<file path="src/rtl/pll_rst_seq.sv">
// PLL reset/lock sequencer on the reference clock: holds the PLL in reset, waits
// for lock with timeout and bounded retries, qualifies lock, then releases sys_rst.
module pll_rst_seq #(
  parameter int RST_HOLD_CYCLES    = 250,
  parameter int LOCK_TIMEOUT       = 25000,
  parameter int LOCK_STABLE_CYCLES = 64,
  parameter int RETRY_MAX          = 7
) (
  input  logic       refclk,
  input  logic       reset,
  input  logic       pll_lock,
  input  logic       rst_req,
  output logic       pll_reset,
  output logic       sys_rst,
  output logic       locked,
  output logic       fail,
  output logic [2:0] retry_cnt,
  output logic [2:0] state
);

  localparam int MAX_AB = (RST_HOLD_CYCLES > LOCK_TIMEOUT) ? RST_HOLD_CYCLES : LOCK_TIMEOUT;
  localparam int MAX_C  = (MAX_AB > LOCK_STABLE_CYCLES) ? MAX_AB : LOCK_STABLE_CYCLES;
  localparam int CNT_W  = (MAX_C > 1) ? $clog2(MAX_C) : 1;

  localparam logic [CNT_W-1:0] HOLD_LAST    = CNT_W'(RST_HOLD_CYCLES - 1);
  localparam logic [CNT_W-1:0] TIMEOUT_LAST = CNT_W'(LOCK_TIMEOUT - 1);
  localparam logic [CNT_W-1:0] STABLE_LAST  = CNT_W'(LOCK_STABLE_CYCLES - 1);
  localparam logic [2:0]       RETRY_LAST   = 3'(RETRY_MAX);

  typedef enum logic [2:0] {
    S_RESET     = 3'd0,
    S_WAIT_LOCK = 3'd1,
    S_STABLE    = 3'd2,
    S_RUN       = 3'd3,
    S_FAIL      = 3'd4
  } state_t;

  state_t           st, st_nx;
  logic [CNT_W-1:0] cnt, cnt_nx;
  logic [2:0]       retry, retry_nx;
  logic             lock_p0, lock_s;

  assign state     = st;
  assign retry_cnt = retry;

  // Outputs are decoded from next-state so they move on the same edge as state.
  always_ff @(posedge refclk) begin
    if (reset) begin
      lock_p0   <= 1'b0;
      lock_s    <= 1'b0;
      st        <= S_RESET;
      cnt       <= '0;
      retry     <= '0;
      pll_reset <= 1'b1;
      sys_rst   <= 1'b1;
      locked    <= 1'b0;
      fail      <= 1'b0;
    end else begin
      lock_p0   <= pll_lock;
      lock_s    <= lock_p0;
      st        <= st_nx;
      cnt       <= cnt_nx;
      retry     <= retry_nx;
      pll_reset <= (st_nx == S_RESET);
      sys_rst   <= (st_nx != S_RUN);
      locked    <= (st_nx == S_RUN);
      fail      <= (st_nx == S_FAIL);
    end
  end

  always_comb begin
    st_nx    = st;
    cnt_nx   = cnt;
    retry_nx = retry;
    if (rst_req) begin
      st_nx    = S_RESET;
      cnt_nx   = '0;
      retry_nx = '0;
    end else begin
      case (st)
        S_RESET: begin
          if (cnt == HOLD_LAST) begin
            st_nx  = S_WAIT_LOCK;
            cnt_nx = '0;
          end else begin
            cnt_nx = cnt + CNT_W'(1);
          end
        end
        S_WAIT_LOCK: begin
          if (lock_s) begin
            st_nx  = S_STABLE;
            cnt_nx = '0;
          end else if (cnt == TIMEOUT_LAST) begin
            cnt_nx = '0;
            if (retry == RETRY_LAST) begin
              st_nx = S_FAIL;
            end else begin
              st_nx    = S_RESET;
              retry_nx = retry + 3'd1;
            end
          end else begin
            cnt_nx = cnt + CNT_W'(1);
          end
        end
        // A lock drop while qualifying restarts the wait without spending a retry.
        S_STABLE: begin
          if (!lock_s) begin
            st_nx  = S_WAIT_LOCK;
            cnt_nx = '0;
          end else if (cnt == STABLE_LAST) begin
            st_nx  = S_RUN;
            cnt_nx = '0;
          end else begin
            cnt_nx = cnt + CNT_W'(1);
          end
        end
        S_RUN: begin
          if (!lock_s) begin
            st_nx    = S_RESET;
            cnt_nx   = '0;
            retry_nx = '0;
          end
        end
        S_FAIL: begin
          st_nx = S_FAIL;
        end
        default: begin
          st_nx    = S_RESET;
          cnt_nx   = '0;
          retry_nx = '0;
        end
      endcase
    end
  end

endmodule

</file>
<file path="config.mk">
export PLATFORM = sky130hd
export DESIGN_NAME = pll_rst_seq
export DESIGN_NICKNAME = d
export VERILOG_FILES = /design/src/rtl/pll_rst_seq.sv
export SDC_FILE = /design/constraint.sdc
export NUM_CORES = 1
export LEC_CHECK = 0
export ABC_CLOCK_PERIOD_IN_PS = 2260
export CORE_ASPECT_RATIO = 1.5
export CORE_MARGIN = 2
export CORE_UTILIZATION = 28
export CTS_CLUSTER_SIZE = 10
export DETAILED_ROUTE_END_ITERATION = 7
export RECOVER_POWER = 50
export SLEW_MARGIN = 15
export SYNTH_ARGS = -nofsm -noshare
export SYNTH_HDL_FRONTEND = slang
export SYNTH_SLANG_ARGS = --single-unit
</file>
<file path="constraint.sdc">
create_clock -name refclk -period 2.26 [get_ports refclk]
set_input_delay 0.452 -clock refclk [delete_from_list [all_inputs] [get_ports refclk]]
set_output_delay 0.452 -clock refclk [all_outputs]
set_load 0.05 [all_outputs]
</file>
==> results.txt <==
* Tightest Pin Transition: 591.0 ps
- Dividing the detail-routed via count by the number of cells gives 5.095.
- Peak supply drop: 0.2687 mV
- Net count of the mapped netlist: 150
* Number of core rows: 30
- Unique cell type count in the Yosys netlist: 38
- Arrival time of data at the critical path endpoint: 2380 ps
- Result of the run: finished clean
- For the worst-skew pair, the clock arrives at the later sink with an insertion delay of 280 ps.
- Sw Pwr: 0.1750 mW
* Placer Congestion: 0.7468
* Total non-filler cell area in the finished layout: 1600 µm²
- The die is 59.02 µm wide.
- Mean Syn Cell Area: 8.952 µm²
- sky130_fd_sc_hd__dfxtp_1 takes more of the synthesized area than any other cell.
- Power after layout: 0.7927 mW
- Total global routing overflow: 0
* Max Clk Rate: 0.4557 GHz
- The worst register-to-register path has a depth of 5.
- Part of the cycle the worst path needs: 0.9710
* Die area: 5106 µm²
* # fillers: 458
- Dominant cells by area after synthesis: sky130_fd_sc_hd__dfxtp_1 43%, sky130_fd_sc_hd__xor2_1 8.3%, sky130_fd_sc_hd__nor2_1 6.8%
* Rel. slew slack: 0.6004
* Yosys Warn Count: 0
- Of the total power, registers draw 0.608.
* DRC: 0
- Clk sinks: 27
- Worst Path Class, Setup: flop to flop
* Final Util: 0.3613
- The detailed router finished its first iteration with 35 violations.
- The share of total power dissipated in the clock network is 0.359.
* Largest net degree at the start of global routing: 17
- For this run, the detailed router's first-pass iteration total came to 4.
- Cts bufs inserted: 3
- Signed area change from the synthesized netlist to the final layout: 25.89%
* TritonCTS clock tree: done
- The max-slew violation count came to 0.
- Summing over every cut layer, the via total after detailed routing is 1075.
- The final hold violation count is 0.
* Internal power component: 0.6177 mW
* Number of instances on the worst hold path: 1
- Net total in the final layout: 172
- Cell area power density: 495.3 nW/µm²
* Placed instance area: 1518 µm²
* Tightest hold margin: 452.5 ps
- Fraction of power spent switching nets: 0.2208
- In this run the number of H-tree levels came out at 1.
- Register clock-pin slew on the reported worst setup and hold paths: 100 ps
- The smallest clock period supported by the final layout is computed as 2194 ps.
* Part of the Yosys area used for sequential elements: 0.4252
- The count of nets left with antenna violations once routing finished came out at 0.
* Number of global-route vias before repair: 1008
- Ant diodes: 0
- For the final database, setup skew stands at 10.17 ps.
* Kind of start point of the critical path: flop
* Number of synthesized register bits: 27
* Placeable core region: 4429 µm²
- At the worst endpoint, the required time is 2440 ps.
- Max-cap check violation count: 0
- Starting utilization of the core area: 0.2870
- The analysis attributes to cell leakage a power of 0.5510 nW.
* Detailed placement HPWL: 2020 µm
- Clock Root Buffer: sky130_fd_sc_hd__clkbuf_8
* IO Count: 14
- The count of buffers added on input and output ports is 13.
- Post-Syn Area: 1271 µm²
* Gate power share: 0.033
* Average routed wire per standard cell: 12.95 µm
- Type of element capturing the critical path: flop
- The number of antenna violations at the first check in global routing came to 0.
* Global-route total usage across every layer: 0.1208
* Die Height: 86.53 µm
- In this run the worst path has a maximum fanout of 4.
* Cells after synthesis: 142
* First-pass GRT wire length: 4692 µm
- Max Buffers Root-to-Sink: 2
- Summed over all layers, the routed wires come to 2733 µm.
- Yosys top cell area share: 0.4252
- Worst min-delay path category: flop to flop
* Share of cells above drive strength 1: 0.1472
- Final-report setup violation count: 0
==> sequential cells by signal (all words and copies together), names as in the netlist <==
register,cells
state,3
lock_s,1
lock_p0,1
pll_reset,1
locked,1
cnt,15
retry_cnt,3
fail,1
sys_rst,1
==> placed cells by master, fill, tap and decap left out, drive strengths merged, types with 4 or more instances in the layout <==
| cell | synthesis | layout |
|---|---|---|
| buf | 1 | 8 |
| clkbuf | 3 | 4 |
| clkdlybuf4s50 | 0 | 11 |
| dfxtp | 27 | 27 |
| ha | 4 | 4 |
| nand2 | 7 | 7 |
| nand3 | 11 | 11 |
| nand4 | 5 | 5 |
| nand4b | 4 | 4 |
| nor2 | 23 | 23 |
| o21ai | 5 | 5 |
| xor2 | 12 | 12 |
==> cells in the mapped netlist <==
library cell                instances
sky130_fd_sc_hd__and4b_1            1
sky130_fd_sc_hd__clkbuf_1           3
sky130_fd_sc_hd__xnor2_1            2
sky130_fd_sc_hd__a211oi_1           3
sky130_fd_sc_hd__nor3b_1            1
sky130_fd_sc_hd__nand4b_1           4
sky130_fd_sc_hd__nand4_1            5
sky130_fd_sc_hd__nor2b_1            3
sky130_fd_sc_hd__a21oi_1            2
sky130_fd_sc_hd__a221o_1            1
sky130_fd_sc_hd__dfxtp_1           27
sky130_fd_sc_hd__a22oi_1            2
sky130_fd_sc_hd__o31ai_1            1
sky130_fd_sc_hd__buf_4              1
sky130_fd_sc_hd__nor2_1            23
sky130_fd_sc_hd__a2111oi_0          1
sky130_fd_sc_hd__o41ai_1            2
sky130_fd_sc_hd__or3b_2             1
sky130_fd_sc_hd__o21ai_2            1
sky130_fd_sc_hd__ha_1               4
sky130_fd_sc_hd__or2_1              1
sky130_fd_sc_hd__nor4b_1            1
sky130_fd_sc_hd__and2_1             1
sky130_fd_sc_hd__mux2i_1            1
sky130_fd_sc_hd__nand2_1            7
sky130_fd_sc_hd__nand3_1           11
sky130_fd_sc_hd__or2_2              1
sky130_fd_sc_hd__nand2b_1           2
sky130_fd_sc_hd__inv_1              3
sky130_fd_sc_hd__or4_4              2
sky130_fd_sc_hd__or3_1              1
sky130_fd_sc_hd__xor2_1            12
sky130_fd_sc_hd__and4_1             1
sky130_fd_sc_hd__o21ai_1            1
sky130_fd_sc_hd__and3_1             2
sky130_fd_sc_hd__o21ai_0            3
sky130_fd_sc_hd__o311a_1            1
sky130_fd_sc_hd__nor4_1             3
==> area by class of cell <==
| cell class | count | area, µm² | share of cell area |
|---|---|---|---|
| clock inverter | 1 | 7.507 | 0.004691 |
| tap | 48 | 60.06 | 0.03753 |
| multi-input combinational | 108 | 742.0 | 0.4636 |
| inverter | 3 | 11.26 | 0.007037 |
| sequential | 27 | 541.8 | 0.3385 |
| timing repair buffer | 21 | 196.4 | 0.1228 |
| clock buffer | 3 | 41.29 | 0.02580 |
==> timing repair <==
| action | 4_1_cts | 5_1_grt |
|---|---|---|
| setup endpoints to repair | 0 | 17 |
| resized for setup | 0 | 6 |
| hold buffers | 0 | 0 |
| setup buffers | 0 | 0 |
| hold endpoints to repair | 0 | 0 |
==> logic make-up after synthesis <==
family          after synthesis  share of synthesized area
simple gates                 71                     0.3051
buf+inv                       7                    0.02362
flops                        27                     0.4252
mux                           1                   0.007874
compound gates               18                     0.1024
xor+xnor                     14                    0.09646
fa+ha+maj                     4                    0.03937
==> through the flow <==
| step | setup TNS [ps] | setup WS, ps | cells |
|---|---|---|---|
| 2_1_floorplan | 0 | 118.2 | 142 |
| 4_1_cts | 0 | 54.57 | 211 |
| 6_report | 0 | 65.64 | 211 |
| 5_1_grt | -3.109 | -3.109 | 211 |
| 3_5_place_dp | 0 | 68.36 | 207 |
| 3_3_place_gp | 0 | 90.90 | 207 |
==> power by group through the flow <==
stage / Clock [mW] / Sequential [mW] / Combinational [mW]
after floorplan: 0 / 0.493 / 0.0128
after global placement: 0 / 0.493 / 0.0269
after detailed placement: 0 / 0.493 / 0.0270
after CTS: 0.294 / 0.482 / 0.0272
after global routing: 0.316 / 0.483 / 0.0294
final: 0.285 / 0.482 / 0.0265
==> per-layer routing <==
metal / routed length, µm / part of all wire / GRT usage
met5: 0 / 0 / 0
met4: 67 / 0.025 / 0.06818
met3: 55 / 0.020 / 0.01791
met2: 1465 / 0.54 / 0.2121
met1: 1145 / 0.42 / 0.1346
==> path summary, 6_finish.rpt <==
| kind | from | end | slack, ps |
|---|---|---|---|
| setup reg to reg | cnt[9] | retry_cnt[2] | 70 |
| setup / recovery | cnt[9] | retry_cnt[2] | 70 |
| hold / removal | lock_p0 | lock_s | 450 |
| hold reg to reg | lock_p0 | lock_s | 450 |
==> worst max-delay path: stages (launching register included) <==
cell                      delay [ps]
sky130_fd_sc_hd__dfxtp_2         350
sky130_fd_sc_hd__or4_4           570
sky130_fd_sc_hd__or4_4           540
sky130_fd_sc_hd__o311a_4         390
sky130_fd_sc_hd__a22oi_1         180
sky130_fd_sc_hd__nor2_1           60
No activity file was read; power rests on OpenSTA's default activity.
